### src/rtl/cache_refill_sched.sv
`default_nettype none
// ============================================================================
// Module   : cache_refill_sched
// Purpose  : Sequences cache line refills (demand critical-word-first with
//            early restart, prefetch from word 0) over a single word port.
// Revision : 1.0 - initial release
// ============================================================================
module cache_refill_sched #(
    parameter int LINE_WORDS = 4,
    parameter int ADDR_W     = 30
) (
    input  logic              i_hclk,
    input  logic              i_hreset,
    input  logic              i_dem_req,
    input  logic [ADDR_W-1:0] i_dem_addr,
    output logic              o_dem_gnt,
    output logic              o_dem_done,
    input  logic              i_pf_req,
    input  logic [ADDR_W-1:0] i_pf_addr,
    output logic              o_pf_gnt,
    output logic              o_pf_done,
    output logic              o_err,
    output logic              o_busy,
    output logic              o_crit_valid,
    output logic [31:0]       o_crit_data,
    output logic              o_sl_en,
    output logic [ADDR_W-1:0] o_sl_addr,
    input  logic              i_sl_ready,
    input  logic              i_sl_resp,
    input  logic [31:0]       i_sl_rdata,
    output logic              o_mem_we,
    output logic [ADDR_W-1:0] o_mem_addr,
    output logic [31:0]       o_mem_wdata
);

    localparam int              c_wb   = $clog2(LINE_WORDS);
    localparam logic [c_wb-1:0] c_last = c_wb'(LINE_WORDS - 1);

    typedef enum logic [1:0] {
        S_IDLE  = 2'd0,
        S_FETCH = 2'd1,
        S_WRITE = 2'd2,
        S_DONE  = 2'd3
    } state_t;

    state_t                   r_state;
    state_t                   w_state_nxt;
    logic [ADDR_W-c_wb-1:0]   r_line;
    logic [c_wb-1:0]          r_idx;
    logic [c_wb-1:0]          r_cnt;
    logic                     r_kind_dem;
    logic                     r_err;
    logic [31:0]              r_data;
    logic                     w_unused_pf_word;

    // Prefetch always starts at word 0, so its word-select bits carry no information.
    assign w_unused_pf_word = ^i_pf_addr[c_wb-1:0];

    always_ff @(posedge i_hclk or posedge i_hreset) begin
        if (i_hreset) begin
            r_state <= S_IDLE;
        end else begin
            r_state <= w_state_nxt;
        end
    end

    always_comb begin
        w_state_nxt  = r_state;
        o_dem_gnt    = 1'b0;
        o_pf_gnt     = 1'b0;
        o_dem_done   = 1'b0;
        o_pf_done    = 1'b0;
        o_err        = 1'b0;
        o_busy       = (r_state != S_IDLE);
        o_crit_valid = 1'b0;
        o_crit_data  = '0;
        o_sl_en      = 1'b0;
        o_sl_addr    = '0;
        o_mem_we     = 1'b0;
        o_mem_addr   = '0;
        o_mem_wdata  = '0;
        case (r_state)
            S_IDLE: begin
                // Grants are combinational; hold them low while reset is applied.
                if (!i_hreset) begin
                    if (i_dem_req) begin
                        o_dem_gnt   = 1'b1;
                        w_state_nxt = S_FETCH;
                    end else if (i_pf_req) begin
                        o_pf_gnt    = 1'b1;
                        w_state_nxt = S_FETCH;
                    end
                end
            end
            S_FETCH: begin
                o_sl_en   = 1'b1;
                o_sl_addr = {r_line, r_idx};
                if (i_sl_ready) begin
                    w_state_nxt = i_sl_resp ? S_DONE : S_WRITE;
                end
            end
            S_WRITE: begin
                o_mem_we    = 1'b1;
                o_mem_addr  = {r_line, r_idx};
                o_mem_wdata = r_data;
                if (r_kind_dem && (r_cnt == '0)) begin
                    o_crit_valid = 1'b1;
                    o_crit_data  = r_data;
                end
                w_state_nxt = (r_cnt == c_last) ? S_DONE : S_FETCH;
            end
            S_DONE: begin
                o_dem_done  = r_kind_dem;
                o_pf_done   = !r_kind_dem;
                o_err       = r_err;
                w_state_nxt = S_IDLE;
            end
            default: begin
                w_state_nxt = S_IDLE;
            end
        endcase
    end

    always_ff @(posedge i_hclk or posedge i_hreset) begin
        if (i_hreset) begin
            r_line     <= '0;
            r_idx      <= '0;
            r_cnt      <= '0;
            r_kind_dem <= 1'b0;
            r_err      <= 1'b0;
            r_data     <= '0;
        end else begin
            case (r_state)
                S_IDLE: begin
                    if (i_dem_req) begin
                        r_line     <= i_dem_addr[ADDR_W-1:c_wb];
                        r_idx      <= i_dem_addr[c_wb-1:0];
                        r_cnt      <= '0;
                        r_kind_dem <= 1'b1;
                    end else if (i_pf_req) begin
                        r_line     <= i_pf_addr[ADDR_W-1:c_wb];
                        r_idx      <= '0;
                        r_cnt      <= '0;
                        r_kind_dem <= 1'b0;
                    end
                end
                S_FETCH: begin
                    if (i_sl_ready) begin
                        if (i_sl_resp) begin
                            r_err <= 1'b1;
                        end else begin
                            r_data <= i_sl_rdata;
                        end
                    end
                end
                S_WRITE: begin
                    // Index wraps inside the line so a demand fill covers every word once.
                    r_idx <= r_idx + 1'b1;
                    r_cnt <= r_cnt + 1'b1;
                end
                S_DONE: begin
                    r_err <= 1'b0;
                end
                default: begin
                    r_err <= 1'b0;
                end
            endcase
        end
    end

endmodule
`default_nettype wire

### config.mk
export PLATFORM = sky130hd
export DESIGN_NAME = cache_refill_sched
export DESIGN_NICKNAME = d
export VERILOG_FILES = /design/src/rtl/cache_refill_sched.sv
export SDC_FILE = /design/constraint.sdc
export NUM_CORES = 1
export LEC_CHECK = 0
export CORE_MARGIN = 2
export CORE_UTILIZATION = 35
export DETAILED_ROUTE_END_ITERATION = 6
export PLACE_DENSITY_LB_ADDON = 0.15
export SKIP_CTS_REPAIR_TIMING = 1
export SLEW_MARGIN = 30
export SYNTH_ARGS = -nofsm -noshare
export SYNTH_HDL_FRONTEND = slang
export SYNTH_SLANG_ARGS = --single-unit
### constraint.sdc
create_clock -name i_hclk -period 2.5 [get_ports i_hclk]
set_input_delay 0.25 -clock i_hclk [delete_from_list [all_inputs] [get_ports i_hclk]]
set_output_delay 0.25 -clock i_hclk [all_outputs]
set_load 0.02 [all_outputs]
==> flow_metrics.py <==
metrics = {
    "critical_path": {
        "critical_path_arrival_ns": 2.14,
        "slowest_delay_ns": 0.60,
        "crit_required_ns": 2.25,
        "path_max_fanout": 33,
        "cp_top_family": "buffers and inverters",
        "end_kind": "output port",
        "cp_slowest_cell": "clkdlybuf4s50_1",
        "critPathKind": "register to output port",
        "cp-start-kind": "register",
        "path_buf_inv": 3,
        "path_cells": "nand2b_1, inv_2, and3_1, buf_6, and2_1, clkdlybuf4s50_1",
    },
    "placed_design": {
        "port_buffers": 228,
        "gp_congestion": 0.7354,
        "dp_hpwl_um": 8375,
        "placed_area_um2": 6446,
    },
    "synth": {
        "synth_area_per_cell_um2": 11.53,
        "synth_fa_ha_area_frac": 0.006200,
        "synthCells": 350,
        "synthXorXnorAreaFrac": 0,
        "ys_types": 30,
        "synth_compound_area_frac": 0.02387,
        "synth.area.top_cells": "dfrtp_1, and2_1, mux2_2",
        "synth-seq-area-share": 0.4216,
        "synth_area_um2": 4036,
        "yosysTopAreaCell": "dfrtp_1",
        "synthMuxAreaShare": 0.2734,
        "synth_top_family_by_area": "multiplexers",
        "syn_nets": 450,
        "synth_top_area_share": 0.4216,
        "ys_seq_elements": 68,
        "synth.yosys.warnings": 0,
        "synthSimpleGateAreaFrac": 0.2235,
    },
    "global_routing": {
        "grt_max_degree": 69,
        "antenna_found_initial": 0,
        "first_global_vias": 3536,
        "grt_pass1_wl_um": 18570,
        "grt_overflow": 0,
        "grt_util_all_layers": 0.1866,
    },
    "floorplan": {
        "die_x_um": 111.4,
        "fp-row-count": 39,
        "start_util": 0.3565,
        "chipHeight_um": 111.4,
        "core_um2": 11320,
        "die_area_um2": 12410,
        "io_pins": 231,
    },
    "sta": {
        "final.setup_skew_ns": 0.003694,
        "slew_viol_final": 0,
        "period_minus_slack_ns": 2.387,
        "worstMarginPinSlew_ns": 0.6150,
        "hold_violations": 0,
        "fin_crit_sh": 0.9549,
        "setup_tns_ns": 0,
        "finalSetupViolations": 0,
        "grt_setup_unrepaired": "no",
        "fmax_mhz": 418.9,
        "slew_headroom": 0.5900,
    },
    "pwr": {
        "p_per_area_nw_per_um2": 1034,
        "internal_power_mw": 4.632,
        "p_seq_frac": 0.293,
        "clock_power_share": 0.198,
        "p_sw_mw": 2.410,
        "peakVddDrop_mv": 0.6268,
        "power_frac_comb": 0.509,
        "p_sw_frac": 0.3422,
        "p_leak_nw": 2.930,
        "finalPower_mw": 7.043,
    },
    "final_layout": {
        "final_common_cell": "clkdlybuf4s50_1",
        "num-fill-cells": 994,
        "final_cell_mix": "clkdlybuf4s50_1, and2_1, dfrtp_1, mux2_2, mux2_4",
        "drive_gt1_frac": 0.2151,
        "area_delta_synth_final_pct": 68.69,
        "fin_nets": 676,
        "n_antenna_cell": 0,
        "final_area_um2": 6809,
    },
    "routing": {
        "drt-initial-drc-count": 103,
        "wirelength_um": 11230,
        "dr.pass1.iters": 4,
        "vias": 3371,
        "wl_per_cell_um": 15.51,
        "ant_nets": 0,
        "viasPerCell": 4.656,
        "drcViolationCount": 0,
    },
    "cts": {
        "insertion_delay_ns": 0.32,
        "tritoncts": "built",
        "clockBufferDepth": 2,
        "cts_root_buf": "clkbuf_16",
        "cts_htree_levels": 3,
        "clk_pin_slew_ns": 0.05,
        "cts_sinks": 68,
        "cts_buffers": 9,
    },
    "run": {
        "drv_cap": 0,
    },
    "worst_hold_path": {
        "min_path_type": "input port to asynchronous set/reset pin",
    },
    "status": {
        "outcome": "completed",
    },
}
-- layout make-up --
type | count | area, µm² | area share
Multi-Input combinational cell | 249 | 2135 | 0.3135
Timing Repair Buffer | 241 | 2430 | 0.3569
Sequential cell | 68 | 1703 | 0.2501
Clock buffer | 12 | 266.5 | 0.03914
Clock inverter | 4 | 70.07 | 0.01029
Inverter | 7 | 26.28 | 0.003859
Tap cell | 143 | 178.9 | 0.02628
-- synthesized netlist by cell type --
library cell,count
a21oi_1,1
a22o_1,2
a31oi_1,3
and2_1,124
and3_1,4
and4bb_2,1
buf_12,3
buf_2,8
buf_6,3
clkbuf_1,10
clkbuf_2,2
dfrtp_1,68
ha_1,2
inv_1,6
inv_2,1
mux2_2,58
mux2_4,30
nand2_1,3
nand2b_1,1
nor2_1,4
nor2_2,1
nor2b_1,2
nor2b_4,1
nor3_1,1
nor3_2,1
nor4b_1,1
o21ai_0,6
o311ai_0,1
o31a_1,1
o31ai_1,1
-- cells by family after synthesis --
group | after synthesis
DFF | 68
buffers and inverters | 33
muxes | 88
adders and majority gates | 2
AOI/OAI and AO/OA | 15
and+or+nand+nor | 144
-- worst min-delay path, stage by stage --
cell,delay [ns]
clkdlybuf4s50_1,0.46
inv_2,0.08
buf_6,0.49
-- final timing paths --
kind | startpoint | end | slack [ns] | cells after the start
min in group i_hclk | r_data[21] | r_data[21] | 0.52 | 1
max | r_state[0] | o_crit_data[15] | 0.11 | 6
max in group asynchronous | i_hreset | r_state[1] | 1.57 | 3
min | i_hreset | r_line[25] | 0.49 | 3
min reg2reg | r_data[21] | r_data[21] | 0.52 | 1
max reg2reg | r_state[0] | r_data[29] | 0.61 | 6
-- routing by layer --
metal,GRT usage,vias up,share of wire
met1,0.2266,1590,0.42
met5,0,-,0
met2,0.3114,155,0.48
met4,0.07078,0,0.020
li1,-,1612,-
met3,0.05934,14,0.085
-- sequential cells by signal, summed over array words and instances, names as in the netlist --
register / flops
r_data: 32
r_kind_dem: 1
r_line: 28
r_state: 2
r_cnt: 2
r_err: 1
r_idx: 2
-- stage by stage --
step | cells | setup WS (ns) | hold slack [ns] | utilization
final | 724 | 0.1126 | 0.4931 | 0.6015
after global routing | 724 | 0.00002753 | 0.5327 | 0.6015
after CTS | 724 | -0.005278 | 0.5191 | 0.5991
after detailed placement | 708 | 0.3694 | 0.5033 | 0.5694
after global placement | 708 | 0.4183 | 0.4980 | 0.5694
after floorplan | 350 | 0.1141 | 0.3897 | -
-- power by group through the flow --
stage          logic (mW)  clock network, mW  registers (mW)
2_1_floorplan        2.22                  0            1.93
3_3_place_gp         3.57                  0            2.04
3_5_place_dp         3.62                  0            2.07
4_1_cts              3.64               1.44            2.07
5_1_grt              3.83               1.49            2.16
6_report             3.59               1.39            2.06
No activity file was read; power rests on OpenSTA's default activity.
